--- config.mk ---
export PLATFORM = sky130hd
export DESIGN_NAME = dm_dma
export DESIGN_NICKNAME = d
export VERILOG_FILES = /design/src/rtl/dm_dma.sv
export SDC_FILE = /design/constraint.sdc
export NUM_CORES = 1
export LEC_CHECK = 0
export CORE_MARGIN = 2
export CORE_UTILIZATION = 25
export DETAILED_ROUTE_END_ITERATION = 10
export GPL_TIMING_DRIVEN = 0
export HOLD_SLACK_MARGIN = 0.02
export PLACE_DENSITY = 0.54
export SLEW_MARGIN = 20
export SYNTH_ARGS = -nofsm -noshare
export SYNTH_HDL_FRONTEND = slang
export SYNTH_SLANG_ARGS = --single-unit
--- constraint.sdc ---
create_clock -name clk -period 4.5 [get_ports clk]
set_input_delay 1.35 -clock clk [delete_from_list [all_inputs] [get_ports clk]]
set_output_delay 1.35 -clock clk [all_outputs]
set_load 0.005 [all_outputs]
--- src/rtl/dm_dma.sv ---
// Block copy / block fill master for the single-port data memory; copy costs 2 cycles per word,
// fill 1 cycle per word, plus one DONE cycle. No backpressure: memory is owned while busy is high.
module dm_dma #(
    parameter int DATA_WIDTH       = 16,
    parameter int DM_ADDRESS_WIDTH = 6
) (
    input  logic                        clk,
    input  logic                        rst,
    input  logic                        start,
    input  logic                        mode,
    input  logic [DM_ADDRESS_WIDTH-1:0] src,
    input  logic [DM_ADDRESS_WIDTH-1:0] dst,
    input  logic [DM_ADDRESS_WIDTH:0]   len,
    input  logic [DATA_WIDTH-1:0]       fill_value,
    output logic                        busy,
    output logic                        done,
    output logic                        dm_we,
    output logic [DATA_WIDTH-1:0]       dm_D,
    output logic [DM_ADDRESS_WIDTH-1:0] dm_addr,
    input  logic [DATA_WIDTH-1:0]       dm_Q
);

    localparam int AW = DM_ADDRESS_WIDTH;
    localparam int LW = DM_ADDRESS_WIDTH + 1;

    typedef enum logic [1:0] {
        S_IDLE  = 2'd0,
        S_READ  = 2'd1,
        S_WRITE = 2'd2,
        S_DONE  = 2'd3
    } state_t;

    state_t                r_state;
    state_t                w_next;
    logic                  r_mode;
    logic [AW-1:0]         r_src;
    logic [AW-1:0]         r_dst;
    logic [LW-1:0]         r_len;
    logic [DATA_WIDTH-1:0] r_fill;
    logic [LW-1:0]         r_i;
    logic [DATA_WIDTH-1:0] r_buf;
    logic [LW-1:0]         w_i_inc;

    assign w_i_inc = r_i + {{AW{1'b0}}, 1'b1};

    always_ff @(posedge clk or posedge rst) begin
        if (rst) begin
            r_state <= S_IDLE;
            r_mode  <= 1'b0;
            r_src   <= '0;
            r_dst   <= '0;
            r_len   <= '0;
            r_fill  <= '0;
            r_i     <= '0;
            r_buf   <= '0;
        end else begin
            r_state <= w_next;
            case (r_state)
                S_IDLE: begin
                    if (start) begin
                        r_mode <= mode;
                        r_src  <= src;
                        r_dst  <= dst;
                        r_len  <= len;
                        r_fill <= fill_value;
                        r_i    <= '0;
                    end
                end
                S_READ:  r_buf <= dm_Q;
                S_WRITE: r_i   <= w_i_inc;
                default: ;
            endcase
        end
    end

    always_comb begin
        w_next = r_state;
        case (r_state)
            S_IDLE: begin
                if (start) begin
                    if (len == '0)
                        w_next = S_DONE;
                    else if (mode)
                        w_next = S_WRITE;
                    else
                        w_next = S_READ;
                end
            end
            S_READ:  w_next = S_WRITE;
            S_WRITE: begin
                // i is one bit wider than an address so len = 2^AW can still terminate
                if (w_i_inc == r_len)
                    w_next = S_DONE;
                else if (r_mode)
                    w_next = S_WRITE;
                else
                    w_next = S_READ;
            end
            default: w_next = S_IDLE;
        endcase
    end

    // Memory-side outputs decode registered state only, so reset drops dm_we without a clock.
    always_comb begin
        dm_we   = 1'b0;
        dm_addr = '0;
        dm_D    = '0;
        case (r_state)
            S_READ: begin
                dm_addr = r_src + r_i[AW-1:0];
            end
            S_WRITE: begin
                dm_we   = 1'b1;
                dm_addr = r_dst + r_i[AW-1:0];
                dm_D    = r_mode ? r_fill : r_buf;
            end
            default: ;
        endcase
    end

    assign busy = (r_state != S_IDLE);
    assign done = (r_state == S_DONE);

endmodule
==> metrics.txt <==
multi-input logic area ~1700 sq um; I/O Buffers 79; CTS buffer count 9; FF+latch area between 1500 and 2000 sq um; Die Area approximately 14,000 sq um; Static Leak slightly below 2 nW; Worst path max stage delay 0.50 ns; average size of a mapped cell roughly 12 sq um; total core area approximately 13,000 sq um; CP Cell Sequence inv_2, ha_4, mux2_2, ha_1, fa_2, a21o_1, a21oi_2, xnor2_1, and2_1, clkdlybuf4s50_1; Final ANT Viol Nets 0; Root Buffer clkbuf_16; pre-CTS WS -0.302 ns; post-synthesis sequential area ratio between 40% and 50%; min-delay worst type reg -> reg; Peak Freq roughly 230 MHz; Max-slew headroom a little under two thirds; crit-path max FO 7; CTS tree built; Final min period ~4.3 ns; DRC 0; clock network power share 22.1%; final instance area ~4700 sq um; crit path DAT ~3 ns; initial antenna violation count 0; vias in the first global route approximately 2,700; NetSw 0.00107 W; Initial Util 25.5%; Chip Height ~120 microns; layout cell share with drive strength beyond 1 between 20% and 30%; NumNets Final around 440; global routing usage on met2 roughly 20%; number of distinct library cells after synthesis 45; kind of start point of the critical path register; row count 42; status finished, final reports clean; Peak VDD IR around 0.23 mV; grt met3 use about 4%; Internal approximately 0.0022 W; Syn Inst Count 284; RSZ-0062 raised after global routing no; first-pass GRT wire length roughly 13,000 microns; H-tree lvl count 3; Post-synth EDFFs 0; most common cell after layout, fill and taps aside clkdlybuf4s50_1; CP endpoint kind output port; final-report hold violation count 0; largest net degree at the start of global routing 42; WL/cell roughly 15 microns; Critical Path RT between 3 and 4 ns; r2r endpoint r_fill[15]$_DFFE_PP0P_; total gr overflow 0; Clock Path Buffers 2; diode count 0; HP Start r_src[4]$_DFFE_PP0P_; setup violators final 0; Max Clock Skew roughly 0.0036 ns; num ports 80; FFs w/ async S/R, synth 100%; max-slew violation count 0; DRT Pass-1 Iters 4; Clock Sinks 61; Mapped Area ~3300 sq um; pwr dens about 700 nW/um^2; fill cell count approximately 1,300; Worst Reg-to-Reg Cells 6; MaxCap Viol Count 0; worst r2r src r_state[1]$_DFFE_PP0P_; Seq cells post-synth 61; global placer's final weighted congestion 0.763; Synth Flop Type dfrtp_1; Flop pwr share between 20% and 30%; WS Path Type reg -> out; post-synth net total 350; setup TNS 0 ns; Hold Path End r_src[4]$_DFFE_PP0P_; switch share between 30% and 40%; Crit-path slowest cell clkdlybuf4s50_1; combinational share of power between 40 and 50%; placed instance count 540; most frequent cells in the layout clkdlybuf4s50_1 (79), dfrtp_1 (61), mux2_2 (56); R2R Setup Slk ~2.5 ns; later-pin clock latency in the skew report 0.33 ns; CTS hold repair buffers 0; final worst slack around 0.16 ns; Top Usage Layer GRT met2; final WL between 8000 and 9000 microns; total track usage about an eighth; hold path depth 1; dpl cell area ~4400 sq um; vias 2,468; worst slew pin tran 0.543 ns; warning count from the yosys run 0; 1st-iter DRT viols 58; Die Wd 120 microns; clk slew on worst S/H paths 0.05 ns; met1 Resource Use GR ~14%; Layout area overhead 41.8%; DR vias/cell around 4.4; Non-Filler Instances between 500 and 600; final worst path period share between 90% and 100%; Post-DP HPWL between 5000 and 6000 microns
[layout make-up]
class                      count  share of cell area (%)
buffer                        16                    2.71
clock buffer                  10                    5.03
clock inverter                 5                    1.58
inverter                       8                   0.685
multi-input combinational    197                    35.3
sequential                    61                    32.2
tap                          176                    4.64
timing repair buffer          84                    17.9
[stage by stage]
step | util, % | hold slack, ns | total power [W]
6_report | 36.1 | 0.501 | 0.00331
5_1_grt | 36.1 | 0.518 | 0.00356
4_1_cts | 36.0 | 0.503 | 0.00336
3_5_place_dp | 33.4 | 0.489 | 0.00257
3_3_place_gp | 33.2 | 0.486 | 0.00254
2_1_floorplan | - | 0.474 | 0.00200
[cell usage after synthesis (2+ instances only)]
library cell / count / area share, %
dfrtp_1: 61 / 46
mux2_2: 56 / 19
nor2_1: 22 / 2.5
mux2i_1: 19 / 5.7
o21ai_0: 13 / 1.9
ha_1: 10 / 3.7
xnor2_1: 10 / 2.6
a21oi_1: 8 / 1.2
buf_2: 8 / 1.2
inv_1: 8 / 0.90
nand2_1: 8 / 0.90
nand3_1: 8 / 1.2
and2_1: 6 / 1.1
nor3_1: 4 / 0.60
xor2_1: 4 / 1.0
a21o_1: 3 / 0.67
clkbuf_1: 3 / 0.34
clkbuf_8: 3 / 1.2
o31a_1: 3 / 0.78
buf_6: 2 / 0.67
[logic make-up (layout without fill, tap and decap cells)]
logic type / Yosys count / in the layout / synth area share (%)
flops: 61 / 61 / 45.6
mux: 75 / 75 / 24.5
simple gates: 58 / 58 / 8.60
buf+inv: 26 / 123 / 5.01
compound gates: 38 / 38 / 7.81
xor+xnor: 15 / 15 / 4.15
fa+ha+maj: 11 / 11 / 4.33
[power by group through the flow]
stage	sequential [W]	combinational, W	clock (W)
after global routing	0.00100	0.00178	0.000785
final	0.000966	0.00161	0.000733
after floorplan	0.000931	0.00107	0
after global placement	0.000970	0.00157	0
after detailed placement	0.000975	0.00160	0
after CTS	0.000969	0.00163	0.000756
[worst max path at each step]
stage                     cells past startpoint    endpoint                    from
after CTS                                    11  dm_addr[4]  r_state[0]$_DFFE_PP0P_
after global routing                         10  dm_addr[4]  r_state[0]$_DFFE_PP0P_
after global placement                       12  dm_addr[4]  r_state[0]$_DFFE_PP0P_
after floorplan                              11  dm_addr[4]  r_state[0]$_DFFE_PP0P_
final                                        10  dm_addr[4]  r_state[0]$_DFFE_PP0P_
after detailed placement                     12  dm_addr[4]  r_state[0]$_DFFE_PP0P_
[routing by layer]
layer  vias to the layer above  share of wire [%]
met5                         -                  0
met4                         0                1.5
met3                        11                6.3
met2                        62                 48
met1                      1215                 44
li1                       1180                  -
[state kept, by name (all words and copies together) (netlist names)]
signal and flops:
r_mode 1, r_len 7, r_buf 16, r_fill 16, r_dst 6, r_src 6, r_i 7, r_state 2
[what timing repair did]
item | in CTS | in global routing
resized for setup | 6 | 2
buffers inserted | 2 | 2
endpoints found under the setup margin | 5 | 2
pin swaps | 0 | 1
[worst max-delay path, delay by kind of cell, from the launching register on]
kind / cells / cell delay [ns]
simple gates: 1 / 0.14
flops: 1 / 0.38
compound gates: 2 / 0.33
mux: 1 / 0.35
xor+xnor: 1 / 0.12
buf+inv: 2 / 0.59
fa+ha+maj: 3 / 0.76
Note: power is estimated with default switching activity, not from simulation.
